### src/rtl/vs_mem_pkg.sv
// Shared types and constants for the RAM stream reader.
package vs_mem_pkg;

    typedef enum logic [1:0] {
        IDLE   = 2'd0,
        READ   = 2'd1,
        FINISH = 2'd2
    } vs_rd_state_t;

    // Words that may be outstanding between the RAM and the consumer.
    localparam int unsigned RD_BUF_DEPTH = 2;
    // Width of the buffer occupancy count (0..RD_BUF_DEPTH).
    localparam int unsigned RD_CNT_W     = $clog2(RD_BUF_DEPTH + 1);
    // One extra bit so occupancy + inflight never wraps.
    localparam int unsigned RD_OCC_W     = RD_CNT_W + 1;

endpackage

### src/rtl/vs_ram_stream_reader_if.sv
// Control, RAM-side and stream-side signals of the RAM stream reader.
interface vs_ram_stream_reader_if #(
    parameter int unsigned DATA_WIDTH = 8,
    parameter int unsigned ADDR_WIDTH = 16
);

    logic                  start;
    logic [ADDR_WIDTH-1:0] start_addr;
    logic [ADDR_WIDTH:0]   length;
    logic                  busy;
    logic                  done;
    logic [ADDR_WIDTH-1:0] ram_addr;
    logic [DATA_WIDTH-1:0] ram_rdata;
    logic [DATA_WIDTH-1:0] out_data;
    logic                  out_valid;
    logic                  out_last;
    logic                  out_ready;

    // Reader side.
    modport master (
        input  start, start_addr, length, ram_rdata, out_ready,
        output busy, done, ram_addr, out_data, out_valid, out_last
    );

    // Requester / RAM / consumer side.
    modport slave (
        output start, start_addr, length, ram_rdata, out_ready,
        input  busy, done, ram_addr, out_data, out_valid, out_last
    );

endinterface

### src/rtl/vs_skid_fifo.sv
// Two-entry FIFO holding {last, data} words between the RAM and the stream port.
module vs_skid_fifo
    import vs_mem_pkg::*;
#(
    parameter int unsigned DATA_WIDTH = 8
) (
    input  logic                  clock,
    input  logic                  reset_n,
    input  logic                  push,
    input  logic                  push_last,
    input  logic [DATA_WIDTH-1:0] push_data,
    input  logic                  pop,
    output logic [RD_CNT_W-1:0]   count,
    output logic                  head_valid,
    output logic                  head_last,
    output logic [DATA_WIDTH-1:0] head_data
);

    localparam int unsigned WORD_W = DATA_WIDTH + 1;

    logic [WORD_W-1:0]   head_q, head_d;
    logic [WORD_W-1:0]   tail_q, tail_d;
    logic                head_vld_q, head_vld_d;
    logic                tail_vld_q, tail_vld_d;
    logic [RD_CNT_W-1:0] count_q, count_d;
    logic [WORD_W-1:0]   push_word;
    logic                pop_ok;

    assign push_word = {push_last, push_data};
    assign pop_ok    = pop && head_vld_q;

    // Next-state: pop shifts tail into head; push fills the first free slot.
    always_comb begin
        head_d     = head_q;
        tail_d     = tail_q;
        head_vld_d = head_vld_q;
        tail_vld_d = tail_vld_q;
        if (pop_ok) begin
            if (tail_vld_q) begin
                head_d = tail_q;
                if (push) begin
                    tail_d = push_word;
                end else begin
                    tail_vld_d = 1'b0;
                end
            end else if (push) begin
                head_d = push_word;
            end else begin
                head_vld_d = 1'b0;
            end
        end else if (push) begin
            if (!head_vld_q) begin
                head_d     = push_word;
                head_vld_d = 1'b1;
            end else if (!tail_vld_q) begin
                tail_d     = push_word;
                tail_vld_d = 1'b1;
            end
        end
        count_d = RD_CNT_W'(head_vld_d) + RD_CNT_W'(tail_vld_d);
    end

    // Storage and occupancy registers.
    always_ff @(posedge clock or negedge reset_n) begin
        if (!reset_n) begin
            head_q     <= '0;
            tail_q     <= '0;
            head_vld_q <= 1'b0;
            tail_vld_q <= 1'b0;
            count_q    <= '0;
        end else begin
            head_q     <= head_d;
            tail_q     <= tail_d;
            head_vld_q <= head_vld_d;
            tail_vld_q <= tail_vld_d;
            count_q    <= count_d;
        end
    end

    assign count      = count_q;
    assign head_valid = head_vld_q;
    assign head_last  = head_q[WORD_W-1];
    assign head_data  = head_q[DATA_WIDTH-1:0];

endmodule

### src/rtl/vs_ram_stream_reader.sv
// Reads LENGTH contiguous RAM words from START_ADDR and emits them as a valid/ready stream.
module vs_ram_stream_reader
    import vs_mem_pkg::*;
#(
    parameter int unsigned DATA_WIDTH = 8,
    parameter int unsigned ADDR_WIDTH = 16
) (
    input  logic                   clock,
    input  logic                   reset_n,
    vs_ram_stream_reader_if.master bus
);

    localparam int unsigned LEN_W = ADDR_WIDTH + 1;

    vs_rd_state_t          state_q, state_d;
    logic [ADDR_WIDTH-1:0] addr_q, addr_d;
    logic [LEN_W-1:0]      remaining_q, remaining_d;
    logic                  inflight_q, inflight_d;
    logic                  inflight_last_q, inflight_last_d;
    logic                  busy_q, busy_d;
    logic                  done_q, done_d;

    logic [RD_CNT_W-1:0]   fifo_count;
    logic                  fifo_valid;
    logic                  fifo_last;
    logic [DATA_WIDTH-1:0] fifo_data;
    logic                  pop_c;
    logic [RD_OCC_W-1:0]   occ_c;
    logic                  issue_c;

    // Words owed to the consumer after this cycle's pop (buffered + in the RAM pipe).
    always_comb begin
        pop_c   = fifo_valid && bus.out_ready;
        occ_c   = RD_OCC_W'(fifo_count) + RD_OCC_W'(inflight_q) - RD_OCC_W'(pop_c);
        issue_c = (state_q == READ) && (remaining_q != '0)
                  && (occ_c < RD_OCC_W'(RD_BUF_DEPTH));
    end

    // Next-state and counter updates.
    always_comb begin
        state_d         = state_q;
        addr_d          = addr_q;
        remaining_d     = remaining_q;
        inflight_d      = issue_c;
        inflight_last_d = issue_c && (remaining_q == LEN_W'(1));
        busy_d          = busy_q;
        done_d          = 1'b0;
        unique case (state_q)
            IDLE: begin
                if (bus.start) begin
                    if (bus.length != '0) begin
                        addr_d      = bus.start_addr;
                        remaining_d = bus.length;
                        busy_d      = 1'b1;
                        state_d     = READ;
                    end else begin
                        done_d  = 1'b1;
                        state_d = FINISH;
                    end
                end
            end
            READ: begin
                if (issue_c) begin
                    addr_d      = addr_q + ADDR_WIDTH'(1);
                    remaining_d = remaining_q - LEN_W'(1);
                end
                if ((remaining_q == '0) && (occ_c == '0)) begin
                    busy_d  = 1'b0;
                    done_d  = 1'b1;
                    state_d = FINISH;
                end
            end
            FINISH: begin
                state_d = IDLE;
            end
            default: begin
                busy_d  = 1'b0;
                state_d = IDLE;
            end
        endcase
    end

    // State, address/count, pipe-tag and status registers.
    always_ff @(posedge clock or negedge reset_n) begin
        if (!reset_n) begin
            state_q         <= IDLE;
            addr_q          <= '0;
            remaining_q     <= '0;
            inflight_q      <= 1'b0;
            inflight_last_q <= 1'b0;
            busy_q          <= 1'b0;
            done_q          <= 1'b0;
        end else begin
            state_q         <= state_d;
            addr_q          <= addr_d;
            remaining_q     <= remaining_d;
            inflight_q      <= inflight_d;
            inflight_last_q <= inflight_last_d;
            busy_q          <= busy_d;
            done_q          <= done_d;
        end
    end

    vs_skid_fifo #(
        .DATA_WIDTH (DATA_WIDTH)
    ) u_buf (
        .clock      (clock),
        .reset_n    (reset_n),
        .push       (inflight_q),
        .push_last  (inflight_last_q),
        .push_data  (bus.ram_rdata),
        .pop        (pop_c),
        .count      (fifo_count),
        .head_valid (fifo_valid),
        .head_last  (fifo_last),
        .head_data  (fifo_data)
    );

    assign bus.busy      = busy_q;
    assign bus.done      = done_q;
    assign bus.ram_addr  = addr_q;
    assign bus.out_valid = fifo_valid;
    assign bus.out_last  = fifo_last;
    assign bus.out_data  = fifo_data;

endmodule

### src/flat_wrapper.sv
// flat-port wrapper written by rule: the top's interface ports become plain ports
module vs_ram_stream_reader_flat import vs_mem_pkg::*;
#(
    parameter int unsigned DATA_WIDTH = 8,
    parameter int unsigned ADDR_WIDTH = 16
)
  (clock, reset_n, bus_start, bus_start_addr, bus_length, bus_ram_rdata, bus_out_ready, bus_busy, bus_done, bus_ram_addr, bus_out_data, bus_out_valid, bus_out_last);
  vs_ram_stream_reader_if #(.DATA_WIDTH(DATA_WIDTH), .ADDR_WIDTH(ADDR_WIDTH)) bus_i ();
  input  logic clock;
  input  logic reset_n;
  input wire logic [$bits(bus_i.start)-1:0] bus_start;
  input wire logic [$bits(bus_i.start_addr)-1:0] bus_start_addr;
  input wire logic [$bits(bus_i.length)-1:0] bus_length;
  input wire logic [$bits(bus_i.ram_rdata)-1:0] bus_ram_rdata;
  input wire logic [$bits(bus_i.out_ready)-1:0] bus_out_ready;
  output wire logic [$bits(bus_i.busy)-1:0] bus_busy;
  output wire logic [$bits(bus_i.done)-1:0] bus_done;
  output wire logic [$bits(bus_i.ram_addr)-1:0] bus_ram_addr;
  output wire logic [$bits(bus_i.out_data)-1:0] bus_out_data;
  output wire logic [$bits(bus_i.out_valid)-1:0] bus_out_valid;
  output wire logic [$bits(bus_i.out_last)-1:0] bus_out_last;
  assign bus_i.start = bus_start;
  assign bus_i.start_addr = bus_start_addr;
  assign bus_i.length = bus_length;
  assign bus_i.ram_rdata = bus_ram_rdata;
  assign bus_i.out_ready = bus_out_ready;
  assign bus_busy = bus_i.busy;
  assign bus_done = bus_i.done;
  assign bus_ram_addr = bus_i.ram_addr;
  assign bus_out_data = bus_i.out_data;
  assign bus_out_valid = bus_i.out_valid;
  assign bus_out_last = bus_i.out_last;
  vs_ram_stream_reader #(.DATA_WIDTH(DATA_WIDTH), .ADDR_WIDTH(ADDR_WIDTH)) u_core (.clock(clock), .reset_n(reset_n), .bus(bus_i));
endmodule
### config.mk
export PLATFORM = sky130hd
export DESIGN_NAME = vs_ram_stream_reader_flat
export DESIGN_NICKNAME = d
export VERILOG_FILES = /design/src/rtl/vs_mem_pkg.sv /design/src/rtl/vs_ram_stream_reader_if.sv /design/src/rtl/vs_skid_fifo.sv /design/src/rtl/vs_ram_stream_reader.sv /design/src/flat_wrapper.sv
export SDC_FILE = /design/constraint.sdc
export NUM_CORES = 1
export LEC_CHECK = 0
export CAP_MARGIN = 40
export CORE_UTILIZATION = 47
export CTS_BUF_LIST = sky130_fd_sc_hd__clkbuf_8 sky130_fd_sc_hd__clkbuf_16
export CTS_CLUSTER_SIZE = 16
export DETAILED_ROUTE_END_ITERATION = 8
export GPL_TIMING_DRIVEN = 0
export HOLD_SLACK_MARGIN = 0.1
export PLACE_DENSITY_LB_ADDON = 0.05
export SETUP_SLACK_MARGIN = 0.3
export SLEW_MARGIN = 25
export SYNTH_ARGS = -nofsm -noshare
export SYNTH_HDL_FRONTEND = slang
export SYNTH_HIERARCHICAL = 1
export SYNTH_SLANG_ARGS = --single-unit
### constraint.sdc
create_clock -name clock -period 2.5 [get_ports clock]
set_input_delay 0.25 -clock clock [delete_from_list [all_inputs] [get_ports clock]]
set_output_delay 0.25 -clock clock [all_outputs]
set_load 0.02 [all_outputs]
==> results.md, run 1 <==
- Outcome: completed
- Slowest cell on crit path: dfrtp_2
- WHS: 0.290 ns
- Routed wire length: approximately 11 mm
- #FFs+latches synth: ~60
- Synth Cell Area: around 0.0036 mm²
- Simple logic cell fraction of the synthesized area: 16.8%
- Vias in the first global route: 3432
- Final hold violation count: 0
- Syn nets: 449
- Power density over cell area: approximately 1200 mW/mm²
- Slew HR: 57.3%
- Antenna violations before repair: 0
- TritonCTS Buffers: 9
- Top post-synthesis cells by count: dfrtp_1 (61), nand2_1 (33), nor2_1 (28)
- Area leader, netlist: dfrtp_1
- Post-synth top area share: about 43%
- Met3 routed WL: 937 µm
- GRT Util Overall: between 20% and 30%
- R2R depth: 12
- Setup crit start kind: flip-flop
- Root Buffer: clkbuf_8
- Max-cap viol count: 0
- Worst slew pin tran: approximately 0.64 ns
- Worst Path Required: 2.73 ns
- Max incr delay on CP: 0.40 ns
- Post-DR wirelength/cell: 18.1 µm
- DRT iter0 DRCs: 360
- Largest net degree at the start of global routing: 50
- CP arrival: 2.68 ns
- CTS tree: built
- Final Non-Filler Cells: 597
- Critical path, cell by cell: and2_4, ha_4, inv_2, ha_4, fa_2, xnor2_2, nor2_4, o211ai_4, inv_4, buf_6, o21ai_1, a22o_1
- Most common cell in the netlist: dfrtp_1
- Die W: around 89 µm
- Nets: 546
- Core Area: 0.00729 mm²
- Clock Power Share: between 10% and 20%
- Unique masters post-synth: 60
- Largest family of logic cells by synthesized area: compound AO/OA/AOI/OAI gates
- GP Congestion: 0.933
- Cells after Synth: about 400
- Area contributors post-synth: dfrtp_1 (43%), o22ai_1 (4.7%), a21oi_1 (3.5%)
- DR WL met2: 5.13 mm
- Final HPWL DP: 7.37 mm
- Power Total: 5840 µW
- Synthesis warning total: 6
- Area growth syn-to-layout: 39.4%
- RR Startpoint: u_core/u_buf/head_valid
- H-Tree Depth: 3
- Internal: 3390 µW
- Top Layer Used: met4
- Antenna-violating nets left: 0
- Fin crit period: between 2 and 2.5 ns
- Crit Path Max Fanout: 6
- Initial Util: 49.1%
- Pre-Repair DR Iteration Count: 5
- Post-Synth Adder-Cell Area: 3.01%
- Placed cell area: 0.00452 mm²
- Grt ovf: 0
- Metal1 wirelength: 4.52 mm
- Share of layout cells above drive strength 1: 18.1%
- DRC viols: 0
- # diodes: 0
- NetSw: about 2400 µW
- FF-to-FF setup slack: 0.05 ns
- Die area: about 0.0080 mm²
- Mux cell area share after synthesis: a little over 3%
- Sequential Power Share: 27.4%
- Fraction of registers with async set or reset after synthesis: 100%
- Clock buffer depth: 2
- Achievable frequency: around 410 MHz
- Num Clock Sinks: ~60
- Sw Ratio: 41.9%
- Routed vias/inst: 6.09
- Worst r2r dst: u_core/remaining_q[13]
- Synthesized area per cell: 9.04 µm²
- Die height: 89.3 µm
- CP Class: reg2reg
- Final Cell Area: 0.00499 mm²
- Later-pin clock latency in the skew report: roughly 0.34 ns
- RSZ-0062 raised after global routing: yes
- CP delay by family, top: adder cells
- Row cnt: 31
- Post-Place Cells: ~570
- Leak pwr: approximately 0.0021 µW
- Max VDD drop: 909 µV
- Tcrit/Tclk final: between 90% and 100%
- WP buf/inv: 3
- Crit-path most repeated cell: ha_4
- IO Count: 73
- Min-Delay Path Class: in2async
- Xor/xnor cell area share of the yosys netlist: 0.245%
- Crit end category: flip-flop
- Compound-Gate Fraction of Synth Area: between 20% and 30%
- Total number of vias: 3637
- Register clock-pin slew on the reported worst setup and hold paths: 0.07 ns
- Combinational power share: 57.4%
- Endpoints failing setup: 0
- Post-synth EDFFs: 0
- Sequential cell area fraction in the yosys report: 42.6%
- First-pass GRT wire length: between 15 and 20 mm
- Max-slew violation count: 0
- Port buffer count: 72
- Worst clock skew: roughly 0.0082 ns
- Top FF cell, synth: dfrtp_1
how the worst max path moves through the flow:
stage	slack, ns	cells past startpoint	endpoint	from
finish	0.05	12	u_core/remaining_q[13]	u_core/u_buf/head_valid
global route	-0.06	12	u_core/remaining_q[9]	u_core/u_buf/head_valid
CTS	0.08	11	u_core/remaining_q[12]	u_core/u_buf/head_valid
detailed placement	-0.51	12	u_core/bus.ram_addr[8]	bus_out_ready
global placement	-1.13	1	u_core/u_buf/head_valid	reset_n
floorplan	0.02	12	u_core/remaining_q[13]	u_core/u_buf/head_valid
kinds of logic after synthesis:
| group | Yosys count |
|---|---|
| XOR/XNOR | 1 |
| AND/OR/NAND/NOR | 118 |
| adder cells (fa/ha/maj) | 8 |
| AO/OA/AOI/OAI | 146 |
| multiplexers | 10 |
| buffers and inverters | 52 |
| flip-flops | 61 |
power groups by stage:
stage / sequential, µW / clock, µW / combinational (µW)
after detailed placement: 1600 / 0 / 2570
after CTS: 1580 / 910 / 3090
after global routing: 1640 / 953 / 3580
after global placement: 1580 / 0 / 2520
after floorplan: 1690 / 0 / 1600
final: 1600 / 888 / 3350
sequential cells by signal (all words and copies together) (netlist names):
signal / flops
u_core/inflight_last_q: 1
u_core/state_q: 2
u_core/inflight_q: 1
u_core/remaining_q: 17
u_core/bus.busy: 1
u_core/bus.ram_addr: 16
u_core/bus.done: 1
u_core/u_buf/tail_q: 9
u_core/u_buf/count: 2
u_core/u_buf/tail_vld_q: 1
u_core/u_buf/head_valid: 1
u_core/u_buf/head_q: 9
routing by layer:
layer | global-route usage (%) | up-vias
li1 | - | 1679
met1 | 38.3 | 1722
met2 | 46.2 | 212
met3 | 4.89 | 24
met4 | 11.4 | 0
met5 | 0 | -
cell type report:
| type | count | area, µm² |
|---|---|---|
| fill | 616 | 2300 |
| multi-input combinational | 283 | 2030 |
| sequential | 61 | 1530 |
| timing repair buffer | 86 | 861 |
| clock buffer | 11 | 151 |
| buffer | 26 | 148 |
| tap | 99 | 124 |
| inverter | 26 | 100 |
| clock inverter | 5 | 51.3 |
metrics by stage:
stage	worst slack [ns]	TNS, ns	utilization [%]
final	0.0515	0	68.4
after global routing	-0.0570	-0.438	68.4
after floorplan	0.0185	0	-
after global placement	-1.13	-69.34	61.7
after CTS	0.0752	0	67.1
after detailed placement	-0.509	-15.54	62.0
cell usage in the layout (no fill, tap or decap), types with 6 or more instances in the layout:
cell / netlist / final
clkbuf_1: 13 / 13
o21ai_1: 1 / 6
nand4_1: 6 / 6
a21oi_1: 25 / 24
a22oi_1: 6 / 6
o21ai_0: 23 / 18
inv_1: 25 / 25
a22o_1: 11 / 11
nor2_1: 28 / 26
nand2_1: 33 / 33
a31oi_1: 8 / 8
mux2_2: 9 / 9
clkbuf_8: 0 / 11
buf_6: 1 / 8
nand3_1: 6 / 6
a221oi_1: 10 / 9
o22ai_2: 0 / 7
o31ai_1: 6 / 6
dfrtp_1: 61 / 60
o22ai_1: 27 / 20
clkdlybuf4s50_1: 0 / 71
nor3_1: 10 / 9
buf_4: 1 / 10
timing repair:
action | in CTS | in global routing
buffers inserted | 7 | 3
pin swaps | 10 | 8
hold endpoints to repair | 61 | 0
setup endpoints to repair | 38 | 38
hold buffers | 1 | 0
gates cloned | 2 | 0
gates resized for setup | 22 | 14
(Power assumes the default switching activity.)
==> inputs of run 2 (changes only) <==
--- a/config.mk
+++ b/config.mk
@@ -14,7 +14,7 @@
 export HOLD_SLACK_MARGIN = 0.1
 export PLACE_DENSITY_LB_ADDON = 0.05
 export SETUP_SLACK_MARGIN = 0.3
-export SLEW_MARGIN = 25
+export SLEW_MARGIN = 20
 export SYNTH_ARGS = -nofsm -noshare
 export SYNTH_HDL_FRONTEND = slang
 export SYNTH_HIERARCHICAL = 1
==> results of run 2 <==
Same layout as run 1: the final DEF is identical, and so are final timing and power.
==> inputs of run 3 (changes only) <==
--- a/config.mk
+++ b/config.mk
@@ -12,7 +12,7 @@
 export DETAILED_ROUTE_END_ITERATION = 8
 export GPL_TIMING_DRIVEN = 0
 export HOLD_SLACK_MARGIN = 0.1
-export PLACE_DENSITY_LB_ADDON = 0.05
+export PLACE_DENSITY = 0.76
 export SETUP_SLACK_MARGIN = 0.3
 export SLEW_MARGIN = 20
 export SYNTH_ARGS = -nofsm -noshare
==> constraint.sdc (replaced) <==
create_clock -name clock -period 2 [get_ports clock]
set_input_delay 0.2 -clock clock [delete_from_list [all_inputs] [get_ports clock]]
set_output_delay 0.2 -clock clock [all_outputs]
set_load 0.02 [all_outputs]
==> run 3 against run 2 <==
Compared with the run above:
- routed wire length increased by 8.7%
- sequential share of layout area is 1.1 points lower
- global-route usage is 1.9 points higher
- the run now ends with negative setup slack left
- die area stayed put
- cell area rose by 3.8%
- critical endpoint is now u_core/bus.ram_addr[6]
- largest power group unchanged
- utilization grew 2.6 points
- setup slack lost 0.53 ns
- clock skew is 0.0056 ns higher
==> results.md, run 3 (synthesized netlist as in run 1, its figures left out) <==
- Outcome: finished, violations left (was completed)
- Violated checks: negative setup slack
- Placed cell area: 0.00452 mm² (about the same)
- Max-slew violation count: 0 (unchanged)
- Die W: 89.3 µm (unchanged)
- GRT Util Overall: 30.4% (was 28.6%)
- Fin crit period: 2.48 ns (was 2.45 ns)
- CP Class: reg2reg (unchanged)
- Final HPWL DP: 7.72 mm (was 7.37 mm)
- Tcrit/Tclk final: 124% (was 97.9%)
- RSZ-0062 raised after global routing: yes (unchanged)
- Power Total: 8260 µW (was 5840 µW)
- Post-DR wirelength/cell: 19.6 µm (was 18.1 µm)
- Crit end category: flip-flop (unchanged)
- Nets: 550 (was 546)
- Post-Place Cells: 568 (unchanged)
- Core Area: 0.00729 mm² (unchanged)
- CP arrival: 2.71 ns (was 2.68 ns)
- Register clock-pin slew on the reported worst setup and hold paths: 0.07 ns (about the same)
- Total number of vias: 3767 (was 3637)
- Fillers: 571 (was 616)
- Critical path, cell by cell: and2_4, ha_4, inv_2, ha_4, fa_2, nor2_4, o211ai_4, buf_6, nand2_8, buf_6, a22o_1 (was and2_4, ha_4, inv_2, ha_4, fa_2, xnor2_2, nor2_4, o211ai_4, inv_4, buf_6, o21ai_1, a22o_1)
- Final hold violation count: 0 (unchanged)
- H-Tree Depth: 3 (unchanged)
- Port buffer count: 72 (unchanged)
- First-pass GRT wire length: 17.8 mm (was 17.0 mm)
- TritonCTS Buffers: 9 (unchanged)
- CP delay by family, top: adder cells (unchanged)
- Setup crit start kind: flip-flop (unchanged)
- Worst Path Required: 2.23 ns (was 2.73 ns)
- Leak pwr: 0.00212 µW (was 0.00209 µW)
- Antenna-violating nets left: 0 (unchanged)
- Most flops, register: u_core/remaining_q (unchanged)
- Largest net degree at the start of global routing: 40 (was 50)
- Pre-Repair DR Iteration Count: 5 (unchanged)
- Max reg flops: 17 (unchanged)
- Die height: 89.3 µm (unchanged)
- WHS: 0.295 ns (was 0.290 ns)
- Clock buffer depth: 2 (unchanged)
- Min-Delay Path Class: in2async (unchanged)
- CTS tree: built (unchanged)
- # diodes: 0 (unchanged)
- GP Congestion: 0.962 (was 0.933)
- Area growth syn-to-layout: 44.8% (was 39.4%)
- Most common cell after layout, fill and taps aside: clkdlybuf4s50_1 (unchanged)
- IO Count: 73 (unchanged)
- Row cnt: 31 (unchanged)
- DRT iter0 DRCs: 372 (was 360)
- Setup slack after placement: -0.951 ns (was -0.509 ns)
- DRC viols: 0 (unchanged)
- Routed wire length: 11.8 mm (was 10.8 mm)
- Final Cell Area: 0.00518 mm² (was 0.00499 mm²)
- Max VDD drop: 702 µV (was 909 µV)
- Max incr delay on CP: 0.55 ns (was 0.40 ns)
- Later-pin clock latency in the skew report: 0.35 ns (was 0.34 ns)
- Max-cap viol count: 0 (unchanged)
- Worst clock skew: 0.0137 ns (was 0.00818 ns)
- WP buf/inv: 3 (unchanged)
- Vias in the first global route: 3638 (was 3432)
- Worst slew pin tran: 0.654 ns (was 0.641 ns)
- Setup WS post-layout: -0.477 ns (was 0.0515 ns)
- Slew HR: 56.4% (was 57.3%)
- Share of layout cells above drive strength 1: 20.7% (was 18.1%)
- Num Clock Sinks: 61 (unchanged)
- Initial Util: 49.1% (unchanged)
- Antenna violations before repair: 0 (unchanged)
- Endpoints failing setup: 39 (was 0)
- Crit Path Max Fanout: 5 (was 6)
- Slowest cell on crit path: fa_2 (was dfrtp_2)
- Achievable frequency: 404 MHz (was 408 MHz)
- Die area: 0.00797 mm² (unchanged)
- Routed vias/inst: 6.27 (was 6.09)
- Most frequent cells in the layout: clkdlybuf4s50_1 (71), dfrtp_1 (60), nand2_1 (33), nor2_1 (26) (was clkdlybuf4s50_1 (71), dfrtp_1 (60), nand2_1 (33), nor2_1 (26), inv_1 (25))
- Root Buffer: clkbuf_8 (unchanged)
- Power density over cell area: 1590 mW/mm² (was 1170 mW/mm²)
- Grt ovf: 0 (unchanged)
- Final Non-Filler Cells: 601 (was 597)
==> run 3: cell count changes in the layout (fill, tap and decap cells not counted), sizes merged <==
cell,previous run,this run
buf,27,29
clkinvlp,1,3
==> run 3: area by class of cell <==
class	instances	area, µm²	area share, %
clock inverter	7	75.1	1.45
sequential	61	1530	29.5
timing repair buffer	90	971	18.7
clock buffer	9	124	2.39
inverter	26	100	1.93
tap	99	124	2.39
multi-input combinational	283	2090	40.3
buffer	26	170	3.28
==> run 3: what timing repair did <==
action,CTS,global route
resized for setup,47,21
endpoints found under the hold margin,53,0
hold buffers,1,0
pin swaps,15,14
cloned,3,2
setup buffers,9,2
setup endpoints to repair,48,53
==> run 3: path summary, 6_finish.rpt <==
kind / slack (ns) / cells after the start / end / from
worst max-delay path: -0.48 / 11 / u_core/bus.ram_addr[6] / u_core/u_buf/head_valid
worst min-delay path: 0.29 / 2 / u_core/u_buf/tail_vld_q / reset_n
worst max register to register: -0.48 / 11 / u_core/bus.ram_addr[6] / u_core/u_buf/head_valid
worst min register to register: 0.52 / 1 / u_core/u_buf/tail_q[8] / u_core/inflight_last_q
max in group asynchronous: 1.19 / 3 / u_core/remaining_q[16] / reset_n
min in group clock: 0.44 / 3 / u_core/u_buf/head_q[6] / bus_ram_rdata[6]
==> run 3: where the power goes <==
group / switching, µW / internal, µW / total (µW) / leakage (µW)
Sequential: 366 / 1640 / 2000 / 0.000739
Combinational: 2550 / 2600 / 5150 / 0.00129
Clock: 533 / 578 / 1110 / 0.0000918
==> run 3: metal layers <==
metal / GRT usage, % / share of wire (%)
met4: 18.9 / 5.1
met1: 36.7 / 40
met3: 5.17 / 8.7
met2: 50.7 / 47
met5: 0 / 0
==> run 3: through the flow <==
step	setup TNS, ns	util [%]
floorplan	-15.09	-
global placement	-112.72	61.7
detailed placement	-32.20	61.9
CTS	-14.93	68.7
global route	-18.21	71.1
finish	-15.60	71.1
